===== src/rtl/recip_quotient_mul.sv =====
// Radix-2 shift-add multiplier forming the divider's quotient mantissa from the
// dividend mantissa and the reciprocal estimate; truncates, saturates on product >= 2.0.
module recip_quotient_mul #(
    parameter int MANT_WIDTH = 8
) (
    input  logic                  clk,
    input  logic                  rst,
    input  logic                  in_valid,
    output logic                  in_ready,
    input  logic [MANT_WIDTH-1:0] dividend,
    input  logic [MANT_WIDTH-1:0] recip,
    output logic                  out_valid,
    input  logic                  out_ready,
    output logic [MANT_WIDTH-1:0] quotient,
    output logic                  ovf,
    output logic                  busy
);

    localparam int ACC_W = 2 * MANT_WIDTH;
    localparam int CNT_W = (MANT_WIDTH > 1) ? $clog2(MANT_WIDTH) : 1;
    localparam logic [CNT_W-1:0] CNT_LAST = CNT_W'(MANT_WIDTH - 1);

    typedef enum logic [1:0] {
        IDLE,
        MUL,
        DONE
    } state_t;

    state_t                state, state_next;
    logic [MANT_WIDTH-1:0] mcand, mcand_next;
    logic [MANT_WIDTH-1:0] mplier, mplier_next;
    logic [ACC_W-1:0]      acc, acc_next;
    logic [CNT_W-1:0]      cnt, cnt_next;
    logic [MANT_WIDTH-1:0] quotient_next;
    logic                  ovf_next;
    logic                  out_valid_next;
    logic [ACC_W-1:0]      partial;
    logic [ACC_W-1:0]      acc_sum;

    // Handshake flags decode straight from the state register, so no input reaches them.
    assign in_ready = (state == IDLE);
    assign busy     = (state != IDLE);

    always_comb begin
        // NOTE: every variable gets a default before the case so no latch is inferred.
        state_next     = state;
        mcand_next     = mcand;
        mplier_next    = mplier;
        acc_next       = acc;
        cnt_next       = cnt;
        quotient_next  = quotient;
        ovf_next       = ovf;
        out_valid_next = out_valid;
        partial        = '0;
        if (mplier[cnt]) begin
            partial = {{MANT_WIDTH{1'b0}}, mcand} << cnt;
        end
        acc_sum = acc + partial;

        case (state)
            IDLE: begin
                if (in_valid) begin
                    mcand_next  = dividend;
                    mplier_next = recip;
                    acc_next    = '0;
                    cnt_next    = '0;
                    state_next  = MUL;
                end
            end
            MUL: begin
                acc_next = acc_sum;
                cnt_next = cnt + 1'b1;
                if (cnt == CNT_LAST) begin
                    // Product is Q2.(2*MANT_WIDTH-2); MSB set means >= 2.0.
                    cnt_next       = '0;
                    state_next     = DONE;
                    out_valid_next = 1'b1;
                    ovf_next       = acc_sum[ACC_W-1];
                    quotient_next  = acc_sum[ACC_W-1] ? '1 : acc_sum[ACC_W-2:MANT_WIDTH-1];
                end
            end
            DONE: begin
                if (out_ready) begin
                    state_next     = IDLE;
                    out_valid_next = 1'b0;
                end
            end
            default: state_next = IDLE;
        endcase
    end

    // NOTE: sequential state uses non-blocking assignments only.
    always_ff @(posedge clk) begin
        if (rst) begin
            state     <= IDLE;
            mcand     <= '0;
            mplier    <= '0;
            acc       <= '0;
            cnt       <= '0;
            quotient  <= '0;
            ovf       <= 1'b0;
            out_valid <= 1'b0;
        end else begin
            state     <= state_next;
            mcand     <= mcand_next;
            mplier    <= mplier_next;
            acc       <= acc_next;
            cnt       <= cnt_next;
            quotient  <= quotient_next;
            ovf       <= ovf_next;
            out_valid <= out_valid_next;
        end
    end

endmodule

===== config.mk =====
export PLATFORM = sky130hd
export DESIGN_NAME = recip_quotient_mul
export DESIGN_NICKNAME = d
export VERILOG_FILES = /design/src/rtl/recip_quotient_mul.sv
export SDC_FILE = /design/constraint.sdc
export NUM_CORES = 1
export LEC_CHECK = 0
export CORE_MARGIN = 1
export CORE_UTILIZATION = 35
export CTS_CLUSTER_SIZE = 30
export DETAILED_ROUTE_END_ITERATION = 16
export PLACE_DENSITY = 0.61
export REMOVE_ABC_BUFFERS = 1
export SYNTH_ARGS = -nofsm -noshare
export SYNTH_HDL_FRONTEND = slang
export SYNTH_SLANG_ARGS = --single-unit

===== constraint.sdc =====
create_clock -name clk -period 4.6 [get_ports clk]
set_clock_uncertainty 0.1 [all_clocks]
set_input_delay 0.69 -clock clk [delete_from_list [all_inputs] [get_ports clk]]
set_output_delay 0.69 -clock clk [all_outputs]
set_load 0.05 [all_outputs]

Yosys cells after proc, flatten, opt, wreduce, memory -nomap -nowiden
Cells that the tools add are included.

$add $sub $neg: 2. Multiply operators: 0. Div/mod/pow operators: 0. Magnitude comparators: 1. Equality and inequality tests: 6. Shift operators: 1. Mux-type cells: 16. Bitwise gates (word level): 0. Reduce and logical (&&, ||, !) cells: 9.

Operators by type and width (count): 16-bit two-way mux (2); 16-bit one-hot mux with 2 select lines (1); 16-bit adder (1); 8-bit by 3-bit left shift with 16-bit output (1); 8-bit two-way mux (1); 2-bit two-way mux (3); 3-bit two-way mux (2); 2-bit inequality test, second input constant (3); 2-bit one-hot mux with 3 select lines (1); 3-bit one-hot mux with 2 select lines (1); 2-bit AND reduction (3); 3-bit AND reduction (2); 2-bit nonzero test (3); 3-bit by 4-bit < comparator with 1-bit output, second input constant (1); 3-bit by 1-bit adder with 3-bit output, second input constant (1); 1-bit binary-select mux with 3-bit select (1); 3-bit equality test, second input constant (1); 1-bit two-way mux (3); 2-bit by 1-bit equality test with 1-bit output, second input constant (1); 2-bit equality test, second input constant (1); 2-bit zero test (1); 1-bit one-hot mux with 2 select lines (1).

Flip-flop bits (word level): 47. Latch bits: 0. Bits in writable memories: 0. Memory bits (read-only): 0. Bits of input ports: 20. Output and inout port bits: 12. Word-level logic and storage cells: 43. Memories: 0.

Longest topological paths before layout
Gate-level depths: netlist (run 1).

Word-level depth: 5. Mapped depth: 16. Depth with buffers taken out: 13.

Least setup slack after synthesis (run 1)
OpenSTA, ideal clock, no wires.

Kind: reg-to-reg. From: register cnt[0]. To: register quotient[3]. Library setup time: 139 ps. Arrival time: 3157 ps. Required time: 4361 ps. Slack: 1204 ps. Stages on the path, launching flop included: 14. Path buffers: 2. Period minus slack after synthesis: 3396 ps. Path through: dfxtp_1 -> clkbuf_1 -> mux4_2 -> nand2_1 -> and2_1 -> clkbuf_1 -> nor2_1 -> ha_1 -> a21oi_2 -> nand2_1 -> o211ai_2 -> nand3_2 -> a2111oi_4 -> a211oi_1.

Word-level cells in the longest chain between the ends: 5. Elaborated cells on any way between the ends: 8. Classes of those cells: add/sub: 1; eq/ne: 1; shift: 1; mux: 4; reduce/logical: 1.

RTL lines: from (decl) (line 33) `logic [CNT_W-1:0] cnt, cnt_next;`; from (signal assigned) (line 108) `cnt <= cnt_next;`; 1-bit binary-select mux with 3-bit select (line 55) `if (mplier[cnt]) begin`; 1-bit two-way mux (implied by the code) (line 55); 16-bit two-way mux (line 55); 16-bit adder (line 58) `acc_sum = acc + partial;`; 8-bit two-way mux (line 79) `quotient_next = acc_sum[ACC_W-1] ? '1 : acc_sum[ACC_W-2:MANT_WIDTH-1];`; to (signal assigned) (line 109) `quotient <= quotient_next;`; to (decl) (line 14) `output logic [MANT_WIDTH-1:0] quotient,`.

Several ways; a longest one is shown, not always the timed one. The select of a mux whose other input is x is not followed. A chain may end at the register's enable or synchronous reset.

Worst setup path after layout (run 1)
From: register cnt[0]. To: register quotient[6].

Same word-level chain as after synthesis.

==> impl_metrics.yaml, run 1 <==
run_status:
  status: "completed"
die:
  die_width_um: 94.01
  dieArea_mm2: 0.008837
  io_pins: 32
  initial_utilization_pct: 36.06
  core_area_mm2: 0.008217
  placementRows: 33
  die_y_um: 94.01
routing:
  wl_um: 7065
  topRoutingLayerUsed: "met4"
  firstDrtPassIters: 4
  met3_length_um: 306
  via_per_inst: 5.390
  wl_per_cell_um: 13.99
  wl_met1_um: 3554
  num_vias: 2722
  met2_length_um: 3123
  drc: 0
  initialDrtViolationCount: 161
  drtAntennaViolNets: 0
synthesis:
  yosysWarnings: 0
  synth-seq-area-share_pct: 31.76
  synth_common_cells: "nand2_1, nor2_1, dfxtp_1"
  synth-edff-count: 0
  synthTopCellsByArea: "dfxtp_1, a21oi_1, nand2_1, ha_1, nor2_1"
  synth_ff_type: "dfxtp_1"
  syn-instance-count: 383
  synth.avg_cell_area_um2: 7.736
  yosysTopAreaCell: "dfxtp_1"
  synthArstFlopShare_pct: 0
  synth_most_common_cell: "nand2_1"
  synth.top_cell.area_share_pct: 31.76
  ys_seq_elements: 47
  syn_area_mm2: 0.002963
  synth_cell_types: 59
finish:
  drive_gt1_share_pct: 5.500
  multi_input_area_mm2: 0.001864
  area_growth_pct: 15.08
  nFillCells: 853
  final_nets: 438
  seq_area_um2: 940.9
  antenna_cells: 0
critical_path:
  crit_path_end: "quotient[6]$_SDFFE_PP0P_"
  reg2reg_depth: 11
  critPathRequiredTime_ps: 4660
  start_kind: "flip-flop"
  reg2reg_setup_slack_ps: 730
  end_kind: "flip-flop"
  reg2reg_to: "quotient[6]$_SDFFE_PP0P_"
  arrival_ps: 3930
  setup.worst_path.class: "flip-flop to flip-flop"
  reg2reg_from: "cnt[0]$_SDFFE_PP0P_"
  crit_fanout: 15
  startpoint: "cnt[0]$_SDFFE_PP0P_"
grt:
  antenna_found_initial: 0
  overflow: 0
  grt_pass1_vias: 2561
  grtUsageTotal_pct: 17.37
  grt_first_pass_wirelength_um: 12200
  grt_max_degree: 35
clocking:
  cts_tree: "built"
  htree_levels: 2
  clkSinkCount: 47
  clkSlewWorstSetupHoldPaths_ps: 90
  cts_resized: 0
  root_buffer: "clkbuf_8"
  clock_latency_ps: 300
  cts_hold_buf: 0
  numCtsBuffers: 5
  clockBufferDepth: 2
  post-cts-setup-buffers: 0
power_and_ir_drop:
  power.leakage_nw: 1.275
  ir_worst_vdd_v: 0.0001940
  power.total_uw: 820.9
  combPwrFrac_pct: 11.3
  power_density_mw_per_mm2: 240.8
  pwr-share-seq_pct: 52.1
  internal_power_uw: 616.1
  swShare_pct: 24.95
  p_switching_uw: 204.8
  clkPwrFrac_pct: 36.6
timing:
  max_freq_ghz: 0.2587
  tightest_slew_ps: 914.3
  setup_tns_ps: 0
  setup_violations: 0
  fin_crit_ps: 3865
  rsz0062_at_grt: "false"
  maxSlewViolCount: 0
  max_slew_margin_pct: 38.90
  fin_crit_sh_pct: 84.03
  hold_violations: 0
hold_path:
  hold_path_class: "flip-flop to flip-flop"
place:
  io_buffers: 31
  place_congestion: 0.8801
  hpwl_um: 5252
run:
  cap_viol_max_count: 0
## stage by stage
step	util, %	instances	setup slack [ps]	hold WS [ps]	instance area (um2)
after floorplan	-	361	1156	327.1	2858
after global placement	40.25	498	833.5	348.5	3307
after detailed placement	40.25	498	705.0	345.2	3307
after CTS	41.50	505	717.8	357.7	3410
after global routing	41.50	505	382.1	391.0	3410
final	41.50	505	734.7	360.8	3410
## kinds of logic (layout without fill, tap and decap cells)
group,after synthesis,count (layout),synth area share (%)
muxes,12,12,5.025
DFF,47,47,31.76
and+or+nand+nor,158,158,24.07
adders and majority gates,18,18,7.855
AOI/OAI and AO/OA,108,108,24.79
xor gates and xnor gates,4,4,1.182
buffers and inverters,36,53,5.321
## power groups by stage
stage / Sequential (mW) / Clock [mW] / Combinational (mW)
2_1_floorplan: 0.435 / 0 / 0.0533
3_3_place_gp: 0.437 / 0 / 0.0929
3_5_place_dp: 0.438 / 0 / 0.0933
4_1_cts: 0.428 / 0.309 / 0.0938
5_1_grt: 0.430 / 0.324 / 0.104
6_report: 0.428 / 0.300 / 0.0931
## critical path, cell delays in order, from the launching register on
cell and delay (ps):
dfxtp_1 720, mux4_2 580, nand2_1 160, and2_1 270, nor2_1 90, ha_1 400, a21oi_4 200, nand2_1 120
a21oi_2 290, nand3_2 150, a2111oi_4 510, a211oi_1 140
## layout make-up
type	count	share of cell area, %
Timing Repair Buffer	32	9.321
Inverter	14	1.541
Tap cell	105	3.853
Clock inverter	1	0.8807
Multi-Input combinational cell	300	54.68
Clock buffer	6	2.128
Sequential cell	47	27.60
## routing by layer
metal | GRT usage (%) | vias to the layer above
li1 | - | 1402
met1 | 24.36 | 1250
met2 | 27.74 | 64
met3 | 2.994 | 6
met4 | 3.718 | 0
met5 | 0 | -
## placed cells by master, fill, tap and decap left out, types with 2 or more instances in the layout
master,instances
a311oi_1,3
nand2b_1,5
inv_1,14
nor3_1,12
nand4_1,2
a21oi_2,2
mux4_2,2
or3_1,4
xnor2_1,4
nor2_1,51
ha_1,17
clkdlybuf4s50_1,31
o2bb2a_1,2
a32oi_1,3
and2_1,2
a21oi_1,44
nor2b_1,3
o21ai_0,11
a211oi_1,13
mux2_2,3
nand2_1,57
o31ai_1,3
mux2i_1,7
o21a_1,3
dfxtp_1,47
nand3_1,9
o211ai_1,2
a31oi_1,8
clkbuf_8,5
nand3b_1,2
and3_1,2
## flip-flops by register name, summed over array words and instances (netlist names)
name	cells
ovf	1
out_valid	1
mplier	8
state	2
mcand	8
acc	16
cnt	3
quotient	8
## worst min-delay path by stage
| stage | start | to | slack, ps | cells past startpoint |
|---|---|---|---|---|
| CTS | mplier[7]$_SDFFE_PP0P_ | mplier[7]$_SDFFE_PP0P_ | 360 | 2 |
| finish | mplier[2]$_SDFFE_PP0P_ | mplier[2]$_SDFFE_PP0P_ | 360 | 2 |
| detailed placement | mplier[7]$_SDFFE_PP0P_ | mplier[7]$_SDFFE_PP0P_ | 350 | 2 |
| global placement | mplier[0]$_SDFFE_PP0P_ | mplier[0]$_SDFFE_PP0P_ | 350 | 2 |
| floorplan | mplier[2]$_SDFFE_PP0P_ | mplier[2]$_SDFFE_PP0P_ | 330 | 2 |
| global route | acc[3]$_SDFFE_PP0P_ | acc[3]$_SDFFE_PP0P_ | 390 | 2 |
Power figures use the tool's default switching activity.
==> run 2: changes to the inputs <==
- clock period: 4.6 -> 3.9 ns (I/O delays scaled with it)
==> run 2 against run 1 <==
Net effect: flip-flop and latch count stayed put; core utilization is 0.12 points higher; critical path type unchanged; die area stayed put; hold slack worse by 1.6 ps; largest cell class unchanged; clock power is 7.3% higher; worst setup slack worse by 330 ps; critical path depth is 3 higher; routed wire length is 1.2% higher; clock-buffer cell count is 1 higher; register-to-register slack worse by 330 ps; cell count is 0.59% higher.
==> impl_metrics.yaml, run 2 (synthesis results as in run 1) <==
run_status:
  status: "completed"
routing:
  firstDrtPassIters: 4
  drc: 0
  wl_um: 7152
  wl_per_cell_um: 14.08
  via_per_inst: 5.362
  num_vias: 2724
  drtAntennaViolNets: 0
  initialDrtViolationCount: 96
clocking:
  clockBufferDepth: 2
  numCtsBuffers: 5
  root_buffer: "clkbuf_8"
  clock_latency_ps: 310
  clkSinkCount: 47
  cts_hold_buf: 0
  clkSlewWorstSetupHoldPaths_ps: 90
  htree_levels: 2
  cts_tree: "built"
timing:
  rsz0062_at_grt: "false"
  max_slew_margin_pct: 41.93
  tightest_slew_ps: 869.0
  fin_crit_sh_pct: 89.66
  maxSlewViolCount: 0
  hold_violations: 0
  setup_tns_ps: 0
  worst_hold_slack_ps: 359.2
  max_freq_ghz: 0.2860
  setup_violations: 0
  fin_crit_ps: 3497
finish:
  antenna_cells: 0
  final_nets: 440
  area_growth_pct: 15.41
  fin_util_pct: 41.62
  largest-register: "acc"
  drive_gt1_share_pct: 6.700
  largest_register_ffs: 16
  most-common-layout-cells: "nand2_1, nor2_1, dfxtp_1"
  layout_commonest_cell: "nand2_1"
die:
  io_pins: 32
  die_width_um: 94.01
  core_area_mm2: 0.008217
  die_y_um: 94.01
  dieArea_mm2: 0.008837
  initial_utilization_pct: 36.06
  placementRows: 33
place:
  hpwl_um: 5404
  io_buffers: 31
  place_congestion: 0.9169
critical_path:
  slowest_stage: "dfxtp_2"
  crit_fanout: 10
  critPathRequiredTime_ps: 3970
  end_kind: "flip-flop"
  crit_chain: "buf_4 > mux2_2 > o21ai_0 > nor2_1 > a31oi_1 > nor2_1 > ha_1 > a21oi_2 > nand2_1 > o211ai_2 > nand3_2 > a2111oi_4 > buf_4 > a211oi_1"
  critPathMaxStageDelay_ps: 410
  start_kind: "flip-flop"
  arrival_ps: 3570
  setup.worst_path.class: "flip-flop to flip-flop"
power_and_ir_drop:
  power.leakage_nw: 1.284
  power_density_mw_per_mm2: 274.0
  ir_worst_vdd_v: 0.0001388
grt:
  overflow: 0
  grt_max_degree: 35
  grt_pass1_vias: 2558
  grt_first_pass_wirelength_um: 12350
  antenna_found_initial: 0
  grtUsageTotal_pct: 17.71
run:
  cap_viol_max_count: 0
hold_path:
  hold_path_class: "flip-flop to flip-flop"
run 2: changes by cell type in the layout (fill, tap and decap cells not counted):
cell,change
bufinv_16,-1
dfxtp_2,+2
dfxtp_1,-2
clkbuf_8,+1
buf_4,+2
clkinv_4,+1
run 2: timing repair:
action | in CTS | in global routing
setup buffers | 0 | 1
gates resized for setup | 0 | 2
hold endpoints to repair | 0 | 0
endpoints found under the setup margin | 0 | 7
run 2: through the flow:
stage / cell area, um2 / instances / worst slack, ps / total power [mW]
global placement: 3314 / 499 / 316.5 / 0.6253
CTS: 3410 / 507 / 299.6 / 0.9453
floorplan: 2858 / 361 / 455.9 / 0.5758
global route: 3420 / 508 / 93.59 / 0.9788
finish: 3420 / 508 / 403.3 / 0.9369
detailed placement: 3314 / 499 / 307.7 / 0.6267
run 2: per-layer routing:
metal	wire length [um]	vias up	global-route usage (%)
li1	-	1411	-
met1	3594	1227	25.28
met2	3129	73	27.31
met3	283	13	2.751
met4	145	0	5.128
met5	0	-	0
run 2: final timing paths:
check	depth (start not counted)	slack (ps)	to	start
max	14	400	quotient[3]$_SDFFE_PP0P_	cnt[0]$_SDFFE_PP0P_
min	2	360	mplier[7]$_SDFFE_PP0P_	mplier[7]$_SDFFE_PP0P_
max reg2reg	14	400	quotient[3]$_SDFFE_PP0P_	cnt[0]$_SDFFE_PP0P_
min reg2reg	2	360	mplier[7]$_SDFFE_PP0P_	mplier[7]$_SDFFE_PP0P_
run 2: area by class of cell:
| cell class | count | area (um2) |
|---|---|---|
| Clock buffer | 7 | 86.33 |
| Clock inverter | 1 | 8.758 |
| Fill cell | 853 | 4797 |
| Inverter | 14 | 52.55 |
| Multi-Input combinational cell | 300 | 1864 |
| Sequential cell | 47 | 943.4 |
| Tap cell | 105 | 131.4 |
| Timing Repair Buffer | 34 | 332.8 |
run 2: worst max-delay path, delay by kind of cell, from the launching register on:
kind                       cells  cell delay, ps
AOI/OAI and AO/OA              6            1370
buffers and inverters          2             390
muxes                          1             360
and+or+nand+nor                4             410
adders and majority gates      1             340
DFF                            1             410
run 2: power by group:
part	switching (mW)	total [mW]	internal, mW
combinational	0.0641	0.112	0.0476
sequential	0.0111	0.503	0.492
clock	0.176	0.322	0.146
==> run 3: changes to the inputs <==
- CORE_UTILIZATION: 35 -> 40
- CTS_BUF_LIST: not set -> sky130_fd_sc_hd__clkbuf_2 sky130_fd_sc_hd__clkbuf_4 sky130_fd_sc_hd__clkbuf_8
- PLACE_DENSITY: 0.61 -> 0.67
- SLEW_MARGIN: not set -> 20
==> run 3 against run 2 <==
Net effect: the flow now finishes with violations (DRC); clock-buffer cell count down 1; cell count shrank 1.2%; critical path depth shrank 1; routed wire length shrank 5.5%; maximum frequency down 3.0%; global-route usage is 0.65 points higher; sequential share of layout area increased by 0.085 points; cell area fell by 0.44%; sequential power hardly changed; non-clock buffer count is the same; clock power fell by 7.8%; largest cell class unchanged.
==> impl_metrics.yaml, run 3 (synthesis results as in run 1) <==
run_status:
  status: "complete, but fails checks"
  violations: "DRC"
routing:
  firstDrtPassIters: 10
  drtAntennaViolNets: 0
  wl_um: 6761
  drc: 2
  via_per_inst: 5.404
  wl_per_cell_um: 13.47
  num_vias: 2713
  initialDrtViolationCount: 243
critical_path:
  setup.worst_path.class: "flip-flop to flip-flop"
  critPathRequiredTime_ps: 3960
  reg2reg_from: "cnt[0]$_SDFFE_PP0P_"
  crit_path_end: "quotient[0]$_SDFFE_PP0P_"
  arrival_ps: 3670
  start_kind: "flip-flop"
  crit_chain: "buf_4 > mux2_2 > o21ai_0 > nor2_1 > a31oi_1 > nor2_1 > ha_1 > a21oi_2 > nand2_1 > o211ai_2 > nand3_2 > a2111oi_4 > a211oi_1"
  startpoint: "cnt[0]$_SDFFE_PP0P_"
  critPathMostFrequentCell: "nor2_1"
  slowest_stage: "a2111oi_4"
  critPathMaxStageDelay_ps: 510
  reg2reg_setup_slack_ps: 290
  crit_fanout: 11
  reg2reg_depth: 13
  reg2reg_to: "quotient[0]$_SDFFE_PP0P_"
  end_kind: "flip-flop"
grt:
  grt_first_pass_wirelength_um: 11230
  grt_max_degree: 28
  antenna_found_initial: 0
  grt_pass1_vias: 2422
  grtUsageTotal_pct: 18.37
  overflow: 0
power_and_ir_drop:
  power.leakage_nw: 1.279
  power_density_mw_per_mm2: 268.1
  ir_worst_vdd_v: 0.0001619
finish:
  largest_register_ffs: 16
  antenna_cells: 0
  design_area_mm2: 0.003405
  nFillCells: 758
  largest-register: "acc"
  layout_commonest_cell: "nand2_1"
  drive_gt1_share_pct: 6.700
  area_growth_pct: 14.91
  final_nets: 440
  most-common-layout-cells: "nand2_1, nor2_1, dfxtp_1"
die:
  initial_utilization_pct: 41.07
  dieArea_mm2: 0.007755
  placementRows: 31
  die_y_um: 88.07
  core_area_mm2: 0.007214
  io_pins: 32
  die_width_um: 88.07
clocking:
  clkSlewWorstSetupHoldPaths_ps: 90
  clockBufferDepth: 2
  post-cts-setup-buffers: 0
  htree_levels: 2
  numCtsBuffers: 5
  clkSinkCount: 47
  cts_tree: "built"
  root_buffer: "clkbuf_8"
  clock_latency_ps: 290
  cts_hold_buf: 0
run:
  cap_viol_max_count: 0
hold_path:
  hold_path_class: "flip-flop to flip-flop"
timing:
  max_freq_ghz: 0.2774
  setup_violations: 0
  hold_violations: 0
  fin_crit_sh_pct: 92.45
  tightest_slew_ps: 880.5
  max_slew_margin_pct: 41.16
  maxSlewViolCount: 0
  setup_tns_ps: 0
  fin_crit_ps: 3605
place:
  dpl-instance-area_mm2: 0.003314
  hpwl_um: 5080
  place_congestion: 0.9568
  io_buffers: 31
==> run 3: cell types whose count changed in the layout (fill, tap and decap cells not counted), sizes merged <==
cell	before	now
clkinvlp	0	1
clkbuf	7	6
==> run 3: worst min-delay path by stage <==
stage               cells after the start                endpoint              startpoint  slack [ps]
global placement                        2  mplier[6]$_SDFFE_PP0P_  mplier[6]$_SDFFE_PP0P_         350
finish                                  2  mplier[3]$_SDFFE_PP0P_  mplier[3]$_SDFFE_PP0P_         360
CTS                                     2  mplier[3]$_SDFFE_PP0P_  mplier[3]$_SDFFE_PP0P_         370
detailed placement                      2  mplier[3]$_SDFFE_PP0P_  mplier[3]$_SDFFE_PP0P_         350
global route                            2  mplier[3]$_SDFFE_PP0P_  mplier[3]$_SDFFE_PP0P_         380
floorplan                               2  mplier[2]$_SDFFE_PP0P_  mplier[2]$_SDFFE_PP0P_         330
==> run 3: area by class of cell <==
class | count | area [um2] | share of cell area (%)
multi-input cells | 300 | 1864 | 54.76
clock buffers | 6 | 76.32 | 2.242
flip-flops and latches | 47 | 942.2 | 27.67
repair buffers | 34 | 332.8 | 9.776
clock inverters | 2 | 12.51 | 0.3675
well taps | 99 | 123.9 | 3.638
inverters | 14 | 52.55 | 1.544
==> run 3: stage by stage <==
| stage | total power [mW] | utilization [%] | hold WS [ps] | instances | setup WS [ps] |
|---|---|---|---|---|---|
| 2_1_floorplan | 0.5758 | - | 327.1 | 361 | 455.9 |
| 3_3_place_gp | 0.6256 | 45.94 | 350.5 | 494 | 416.9 |
| 3_5_place_dp | 0.6272 | 45.94 | 351.9 | 494 | 311.1 |
| 4_1_cts | 0.9237 | 47.17 | 365.0 | 502 | 288.3 |
| 5_1_grt | 0.9562 | 47.19 | 377.7 | 502 | -0.6319 |
| 6_report | 0.9126 | 47.19 | 365.0 | 502 | 294.5 |
==> run 3: metal layers <==
layer / track usage (%) / wire, um / vias up
li1: - / - / 1408
met1: 26.00 / 3258 / 1203
met2: 28.68 / 3012 / 92
met3: 2.451 / 390 / 10
met4: 6.305 / 100 / 0
met5: 0 / 0 / -
==> run 3: repair_timing <==
item                                    4_1_cts  5_1_grt
resized for setup                             0        1
hold endpoints to repair                      0        0
endpoints found under the setup margin        0        6
==> run 3: worst max-delay path, delay by kind of cell (launching register included) <==
family | cells | cell delay (ps)
compound gates | 6 | 1610
flops | 1 | 460
simple gates | 4 | 370
mux | 1 | 360
fa+ha+maj | 1 | 340
buf+inv | 1 | 230
==> run 3: where the power goes <==
group | switching (mW) | total (mW) | internal (mW)
clock network | 0.164 | 0.297 | 0.133
registers | 0.0112 | 0.503 | 0.492
logic | 0.0648 | 0.113 | 0.0482
